==> config.mk <==
export PLATFORM = sky130hd
export DESIGN_NAME = sync_fifo_ctrl_flat
export DESIGN_NICKNAME = d
export VERILOG_FILES = /design/src/rtl/sync_fifo_ctrl_if.sv /design/src/rtl/sync_fifo_ctrl.sv /design/src/flat_wrapper.sv
export SDC_FILE = /design/constraint.sdc
export NUM_CORES = 2
export LEC_CHECK = 0
export CORE_AREA = 3 3 456 458
export CTS_BUF_LIST = sky130_fd_sc_hd__clkbuf_2
export DETAILED_ROUTE_END_ITERATION = 10
export DIE_AREA = 0 0 459 461
export PLACE_DENSITY_LB_ADDON = 0.15
export SYNTH_ARGS = -nofsm -noshare
export SYNTH_HDL_FRONTEND = slang
export SYNTH_SLANG_ARGS = --single-unit
==> constraint.sdc <==
create_clock -name clk -period 3.55 [get_ports clk]
set_input_delay 0.71 -clock clk [delete_from_list [all_inputs] [get_ports clk]]
set_output_delay 0.71 -clock clk [all_outputs]
set_load 0.02 [all_outputs]
==> src/rtl/sync_fifo_ctrl_if.sv <==
// Handshake/bus bundle between a FIFO user (master) and sync_fifo_ctrl (slave).
interface sync_fifo_ctrl_if #(
  parameter int unsigned ADDR_WIDTH = 8,
  parameter int unsigned DATA_WIDTH = 8
);
  logic                  wr_en;
  logic [DATA_WIDTH-1:0] wr_data;
  logic                  rd_en;
  logic [DATA_WIDTH-1:0] rd_data;
  logic                  rd_valid;
  logic                  full;
  logic                  empty;
  logic                  almost_full;
  logic                  almost_empty;
  logic                  prog_full;
  logic                  prog_empty;
  logic [ADDR_WIDTH:0]   data_count;
  logic                  overflow;
  logic                  underflow;

  modport master (
    output wr_en, wr_data, rd_en,
    input  rd_data, rd_valid, full, empty, almost_full, almost_empty,
           prog_full, prog_empty, data_count, overflow, underflow
  );

  modport slave (
    input  wr_en, wr_data, rd_en,
    output rd_data, rd_valid, full, empty, almost_full, almost_empty,
           prog_full, prog_empty, data_count, overflow, underflow
  );
endinterface

==> src/rtl/sync_fifo_ctrl.sv <==
// Single-clock FIFO with standard / FWFT read modes, occupancy count and
// almost/programmable flags. Optional sticky overflow/underflow flags are
// built when SYNC_FIFO_ERR_FLAGS_EN is defined; otherwise they read as 0.
module sync_fifo_ctrl #(
  parameter int unsigned ADDR_WIDTH        = 8,
  parameter int unsigned DATA_WIDTH        = 8,
  parameter int unsigned FWFT_EN           = 0,
  parameter int unsigned PROG_FULL_THRESH  = (1 << ADDR_WIDTH) - 4,
  parameter int unsigned PROG_EMPTY_THRESH = 4
) (
  input  logic           clk,
  input  logic           rst_n,
  sync_fifo_ctrl_if.slave bus
);

  localparam int unsigned DEPTH = 1 << ADDR_WIDTH;
  localparam int unsigned PW    = ADDR_WIDTH + 1;

  // Reject illegal threshold settings at elaboration
  if (PROG_FULL_THRESH < 1 || PROG_FULL_THRESH > DEPTH) begin : g_bad_pf
    $error("sync_fifo_ctrl: PROG_FULL_THRESH must be in 1..DEPTH");
  end
  if (PROG_EMPTY_THRESH > DEPTH - 1) begin : g_bad_pe
    $error("sync_fifo_ctrl: PROG_EMPTY_THRESH must be in 0..DEPTH-1");
  end

  logic [DATA_WIDTH-1:0] mem_q [DEPTH];
  logic [PW-1:0]         wr_ptr_q, wr_ptr_d;
  logic [PW-1:0]         rd_ptr_q, rd_ptr_d;
  logic [PW-1:0]         count_q,  count_d;
  logic                  empty, full;
  logic                  wr_acc, rd_acc;

  // Flags decode the registered count so they line up with data_count
  assign empty                = (count_q == '0);
  assign full                 = (count_q == PW'(DEPTH));
  assign bus.empty            = empty;
  assign bus.full             = full;
  assign bus.almost_full      = (count_q >= PW'(DEPTH - 1));
  assign bus.almost_empty     = (count_q <= PW'(1));
  assign bus.prog_full        = (count_q >= PW'(PROG_FULL_THRESH));
  assign bus.prog_empty       = (count_q <= PW'(PROG_EMPTY_THRESH));
  assign bus.data_count       = count_q;

  // A read frees a slot, so a write into a full FIFO is taken alongside it
  assign rd_acc = bus.rd_en & ~empty;
  assign wr_acc = bus.wr_en & (~full | rd_acc);

  // Pointer and occupancy next-state
  always_comb begin
    wr_ptr_d = wr_ptr_q;
    rd_ptr_d = rd_ptr_q;
    count_d  = count_q;
    if (wr_acc) wr_ptr_d = wr_ptr_q + PW'(1);
    if (rd_acc) rd_ptr_d = rd_ptr_q + PW'(1);
    case ({wr_acc, rd_acc})
      2'b10:   count_d = count_q + PW'(1);
      2'b01:   count_d = count_q - PW'(1);
      default: count_d = count_q;
    endcase
  end

  // Pointer and occupancy registers
  always_ff @(posedge clk) begin
    if (!rst_n) begin
      wr_ptr_q <= '0;
      rd_ptr_q <= '0;
      count_q  <= '0;
    end else begin
      wr_ptr_q <= wr_ptr_d;
      rd_ptr_q <= rd_ptr_d;
      count_q  <= count_d;
    end
  end

  // Storage array; contents survive reset, writes during reset are dropped
  always_ff @(posedge clk) begin
    if (rst_n && wr_acc) mem_q[wr_ptr_q[ADDR_WIDTH-1:0]] <= bus.wr_data;
  end

  if (FWFT_EN != 0) begin : g_fwft
    // Head word is presented directly from the array while not empty
    assign bus.rd_data  = mem_q[rd_ptr_q[ADDR_WIDTH-1:0]];
    assign bus.rd_valid = ~empty;
  end else begin : g_std
    logic [DATA_WIDTH-1:0] rd_data_q, rd_data_d;
    logic                  rd_valid_q, rd_valid_d;

    // Popped word is captured and held until the next pop
    always_comb begin
      rd_data_d  = rd_data_q;
      rd_valid_d = rd_acc;
      if (rd_acc) rd_data_d = mem_q[rd_ptr_q[ADDR_WIDTH-1:0]];
    end

    // Read output registers
    always_ff @(posedge clk) begin
      if (!rst_n) begin
        rd_data_q  <= '0;
        rd_valid_q <= 1'b0;
      end else begin
        rd_data_q  <= rd_data_d;
        rd_valid_q <= rd_valid_d;
      end
    end

    assign bus.rd_data  = rd_data_q;
    assign bus.rd_valid = rd_valid_q;
  end

`ifdef SYNC_FIFO_ERR_FLAGS_EN
  logic overflow_q,  overflow_d;
  logic underflow_q, underflow_d;

  // Sticky error accumulation: rejected writes and reads of an empty FIFO
  always_comb begin
    overflow_d  = overflow_q  | (bus.wr_en & ~wr_acc);
    underflow_d = underflow_q | (bus.rd_en & empty);
  end

  // Error flag registers, cleared only by reset
  always_ff @(posedge clk) begin
    if (!rst_n) begin
      overflow_q  <= 1'b0;
      underflow_q <= 1'b0;
    end else begin
      overflow_q  <= overflow_d;
      underflow_q <= underflow_d;
    end
  end

  assign bus.overflow  = overflow_q;
  assign bus.underflow = underflow_q;
`else
  assign bus.overflow  = 1'b0;
  assign bus.underflow = 1'b0;
`endif

endmodule
==> src/flat_wrapper.sv <==
// flat-port wrapper written by rule: the top's interface ports become plain ports
module sync_fifo_ctrl_flat 
#(
  parameter int unsigned ADDR_WIDTH        = 8,
  parameter int unsigned DATA_WIDTH        = 8,
  parameter int unsigned FWFT_EN           = 0,
  parameter int unsigned PROG_FULL_THRESH  = (1 << ADDR_WIDTH) - 4,
  parameter int unsigned PROG_EMPTY_THRESH = 4
)
  (clk, rst_n, bus_wr_en, bus_wr_data, bus_rd_en, bus_rd_data, bus_rd_valid, bus_full, bus_empty, bus_almost_full, bus_almost_empty, bus_prog_full, bus_prog_empty, bus_data_count, bus_overflow, bus_underflow);
  sync_fifo_ctrl_if #(.ADDR_WIDTH(ADDR_WIDTH), .DATA_WIDTH(DATA_WIDTH)) bus_i ();
  input  logic clk;
  input  logic rst_n;
  input wire logic [$bits(bus_i.wr_en)-1:0] bus_wr_en;
  input wire logic [$bits(bus_i.wr_data)-1:0] bus_wr_data;
  input wire logic [$bits(bus_i.rd_en)-1:0] bus_rd_en;
  output wire logic [$bits(bus_i.rd_data)-1:0] bus_rd_data;
  output wire logic [$bits(bus_i.rd_valid)-1:0] bus_rd_valid;
  output wire logic [$bits(bus_i.full)-1:0] bus_full;
  output wire logic [$bits(bus_i.empty)-1:0] bus_empty;
  output wire logic [$bits(bus_i.almost_full)-1:0] bus_almost_full;
  output wire logic [$bits(bus_i.almost_empty)-1:0] bus_almost_empty;
  output wire logic [$bits(bus_i.prog_full)-1:0] bus_prog_full;
  output wire logic [$bits(bus_i.prog_empty)-1:0] bus_prog_empty;
  output wire logic [$bits(bus_i.data_count)-1:0] bus_data_count;
  output wire logic [$bits(bus_i.overflow)-1:0] bus_overflow;
  output wire logic [$bits(bus_i.underflow)-1:0] bus_underflow;
  assign bus_i.wr_en = bus_wr_en;
  assign bus_i.wr_data = bus_wr_data;
  assign bus_i.rd_en = bus_rd_en;
  assign bus_rd_data = bus_i.rd_data;
  assign bus_rd_valid = bus_i.rd_valid;
  assign bus_full = bus_i.full;
  assign bus_empty = bus_i.empty;
  assign bus_almost_full = bus_i.almost_full;
  assign bus_almost_empty = bus_i.almost_empty;
  assign bus_prog_full = bus_i.prog_full;
  assign bus_prog_empty = bus_i.prog_empty;
  assign bus_data_count = bus_i.data_count;
  assign bus_overflow = bus_i.overflow;
  assign bus_underflow = bus_i.underflow;
  sync_fifo_ctrl #(.ADDR_WIDTH(ADDR_WIDTH), .DATA_WIDTH(DATA_WIDTH), .FWFT_EN(FWFT_EN), .PROG_FULL_THRESH(PROG_FULL_THRESH), .PROG_EMPTY_THRESH(PROG_EMPTY_THRESH)) u_core (.clk(clk), .rst_n(rst_n), .bus(bus_i));
endmodule
==> metrics.md <==
| Metric | Value |
|---|---|
| Most area-consuming cells after synthesis | edfxtp_1 75%, mux4_2 13%, mux2i_1 2.4% |
| Synth cell count leaders | 2048 x edfxtp_1, 454 x mux4_2, 298 x nor2_1, 198 x mux2i_1, 116 x nand2_1 |
| Multi-input gate area | 18000 um^2 |
| TNS Setup | -1320 ps |
| Crit. End Element | output pin |
| Number of enable flip-flop cells after synthesis | ~2000 |
| IO Port Bufs | 35 |
| RSZ-0062 raised after global routing | yes |
| Syn Area/Cell | 20.8 um^2 |
| Die area | 212000 um^2 |
| Reg area | 62200 um^2 |
| Logic pwr share | a little over a fifth |
| Final Wtd Congestion | approximately 0.9 |
| WP data required | 2840 ps |
| Fin crit period | 3850 ps |
| Post-DP HPWL | 154000 um |
| Tcrit/Tclk final | 108% |
| Yosys warning total | 0 |
| Pin count of the biggest net entering global routing | roughly 110 |
| WL/cell | 31.2 um |
| Clock skew | 192 ps |
| Netlist Area Pre-Place | 81600 um^2 |
| Die width | 459 um |
| Clock tree sinks | 2082 |
| Status | finished with violations |
| Setup WS post-layout | -299 ps |
| Rel. slew slack | 17.9% |
| Worst hold path type | in -> reg |
| Worst Path Arrival | around 3100 ps |
| # fillers | 18000 |
| Tightest Pin Transition | between 1000 and 1500 ps |
| Reported leakage power | around 31 nW |
| Row cnt | 166 |
| Hold Slack | ~240 ps |
| P_sw | between 0.015 and 0.02 W |
| Htree depth | 6 |
| Die height | 461 um |
| Vias/cell | approximately 5.6 |
| Max Clock Freq | about 260 MHz |
| Core area | slightly above 200000 um^2 |
| Routed vias | 44200 |
| Worst skew pair latency | around 1800 ps |
| Iter 0 DRT Violations | ~4700 |
| Post-synthesis sequential area ratio | about three quarters |
| Clock root cell | clkbuf_2 |
| Failing checks | setup timing |
| Top_reg_cell synth | edfxtp_1 |
| Origin of the worst setup path | u_core.bus.data_count[7] |
| Unique masters post-synth | 74 |
| Pre-antenna DRT Iters | 6 |
| Crit Path Max Fanout | 5 |
| Syn Inst Count | 3924 |
| CTS Buf Count | ~560 |
| VDD IR max | 0.309 mV |
| # IOs | 38 |
| Fin. Hold Viols | 0 |
| Finish-stage setup viols | 5 |
| Starting Density | about two fifths |
| Cell Int Power | a little under 0.04 W |
| Buffer depth of the longest clock path | 4 |
| Synth area leader | edfxtp_1 |
| CP Launch Type | flip-flop |
| # nets final | 4875 |
| Seq cells post-synth | ~2100 |
| Ys async rst share | 0% |
| Initial antenna violation count | 14 |
| First-pass GRT wire length | 347000 um |
| DRC violations left | 0 |
| Vias in the first global route | about 45000 |
| Max Cap Viol | 0 |
| Post-route ant nets | 0 |
| Clock power frac | approximately 29% |
| Synth top area share | between 70% and 80% |
| CTS tree | yes |
| Post-Route WL | between 200000 and 250000 um |
| Crit Path Class | reg -> out |
| Remaining Overflow, GRT | 0 |
| Switching Share | approximately 30% |
| Most frequent cell after synthesis | edfxtp_1 |
| Count of pins over their slew limit | 0 |
| P&R area growth vs syn | 15.0% |
| Reg-to-Reg Start | u_core.rd_ptr_q[0] |
| Cell Pwr Density | ~590 nW/um^2 |
| GRT Overall Usage | a little under a quarter |
| Hold wc startpoint | bus_wr_data[2] |
| Layout cell share with drive strength beyond 1 | roughly 37% |
| Flop pwr share | between 40% and 50% |
| Clock transition at the registers of the reported paths | 110 ps |
==> final timing paths <==
path	end	slack [ps]	cells past startpoint
max reg2reg	u_core.bus.rd_data[7]	10	10
min reg2reg	u_core.bus.rd_data[0]	580	2
max	bus_prog_empty	-300	3
min	u_core.mem_q[99][2]	240	2
==> final cells by class <==
class | instances | share of cell area [%]
Antenna cell | 11 | 0.0293
Inverter | 15 | 0.0680
Clock inverter | 120 | 0.689
Clock buffer | 784 | 4.18
Sequential cell | 2082 | 66.3
Tap cell | 2688 | 3.58
Timing Repair Buffer | 608 | 5.98
Multi-Input combinational cell | 1590 | 19.2
==> registers in the layout (all words and copies together) (netlist names) <==
name                   flops
u_core.bus.data_count      9
u_core.bus.rd_data         8
u_core.bus.rd_valid        1
u_core.rd_ptr_q            8
u_core.mem_q            2048
u_core.wr_ptr_q            8
==> worst max-delay path, cell delays in order (launching register included) <==
cell and delay, ps:
dfxtp_2 370, or4_4 570, a2111oi_4 200, buf_4 190
==> cell usage in the layout (no fill, tap or decap), types with 10 or more instances in the layout <==
cell,Yosys,final
o221ai_1,30,30
clkbuf_2,0,784
dlygate4sd3_1,0,21
diode_2,0,11
edfxtp_1,2048,2048
nand3_1,26,22
inv_2,2,20
mux4_1,20,20
xnor2_1,11,11
a211oi_1,25,24
a221oi_1,27,27
o21ai_0,44,43
clkinv_1,0,78
buf_4,50,486
inv_1,13,10
mux2i_1,198,198
a21oi_1,67,67
nand4_1,10,10
nand2_1,116,103
dfxtp_1,34,11
a22oi_1,24,24
buf_12,5,61
dfxtp_2,0,15
and2_1,23,21
o22ai_1,37,37
nand2_2,0,13
clkinv_2,0,13
nor3_1,14,13
nor2_1,298,293
mux4_2,454,454
==> power groups by stage <==
stage	sequential [W]	clock, W	combinational (W)
final	0.0272	0.0161	0.0120
after global routing	0.0273	0.0180	0.0127
after CTS	0.0272	0.0167	0.0122
after detailed placement	0.0279	0	0.0119
after global placement	0.0279	0	0.0119
after floorplan	0.0278	0	0.00762
==> logic make-up (layout without fill, tap and decap cells) <==
logic type      Yosys count  count (layout)  synth area share, %
flops                  2082            2082                 76.2
buf+inv                 253            1527                 1.99
fa+ha+maj                11              11                0.169
compound gates          348             348                 3.01
xor+xnor                 16              16                0.172
simple gates            532             532                 2.78
mux                     681             681                 15.7
other cells               1              13              0.00459
==> through the flow <==
step / utilization (%) / cell area (um^2) / cells / setup slack, ps / power, W
2_1_floorplan: - / 81700 / 3925 / 169 / 0.0354
3_3_place_gp: 43.4 / 88700 / 6939 / -100 / 0.0398
3_5_place_dp: 43.4 / 88700 / 6939 / -67.9 / 0.0398
4_1_cts: 45.9 / 93800 / 7886 / -611 / 0.0561
5_1_grt: 45.9 / 93900 / 7897 / -583 / 0.0579
6_report: 45.9 / 93900 / 7898 / -299 / 0.0554
==> timing repair <==
action	in CTS	in global routing
resized for setup	120	8
gates cloned	0	0
setup buffers	16	1
setup endpoints to repair	27	6
hold buffers	27	0
pin swaps	8	1
hold endpoints to repair	2082	0
==> layer usage <==
layer	global-route usage [%]	part of all wire (%)	vias to the layer above
met3	4.82	7.3	350
met4	7.30	2.5	0
li1	-	-	18500
met2	36.6	48	1969
met5	0	0	-
met1	32.7	43	23400
Power figures use the tool's default switching activity.
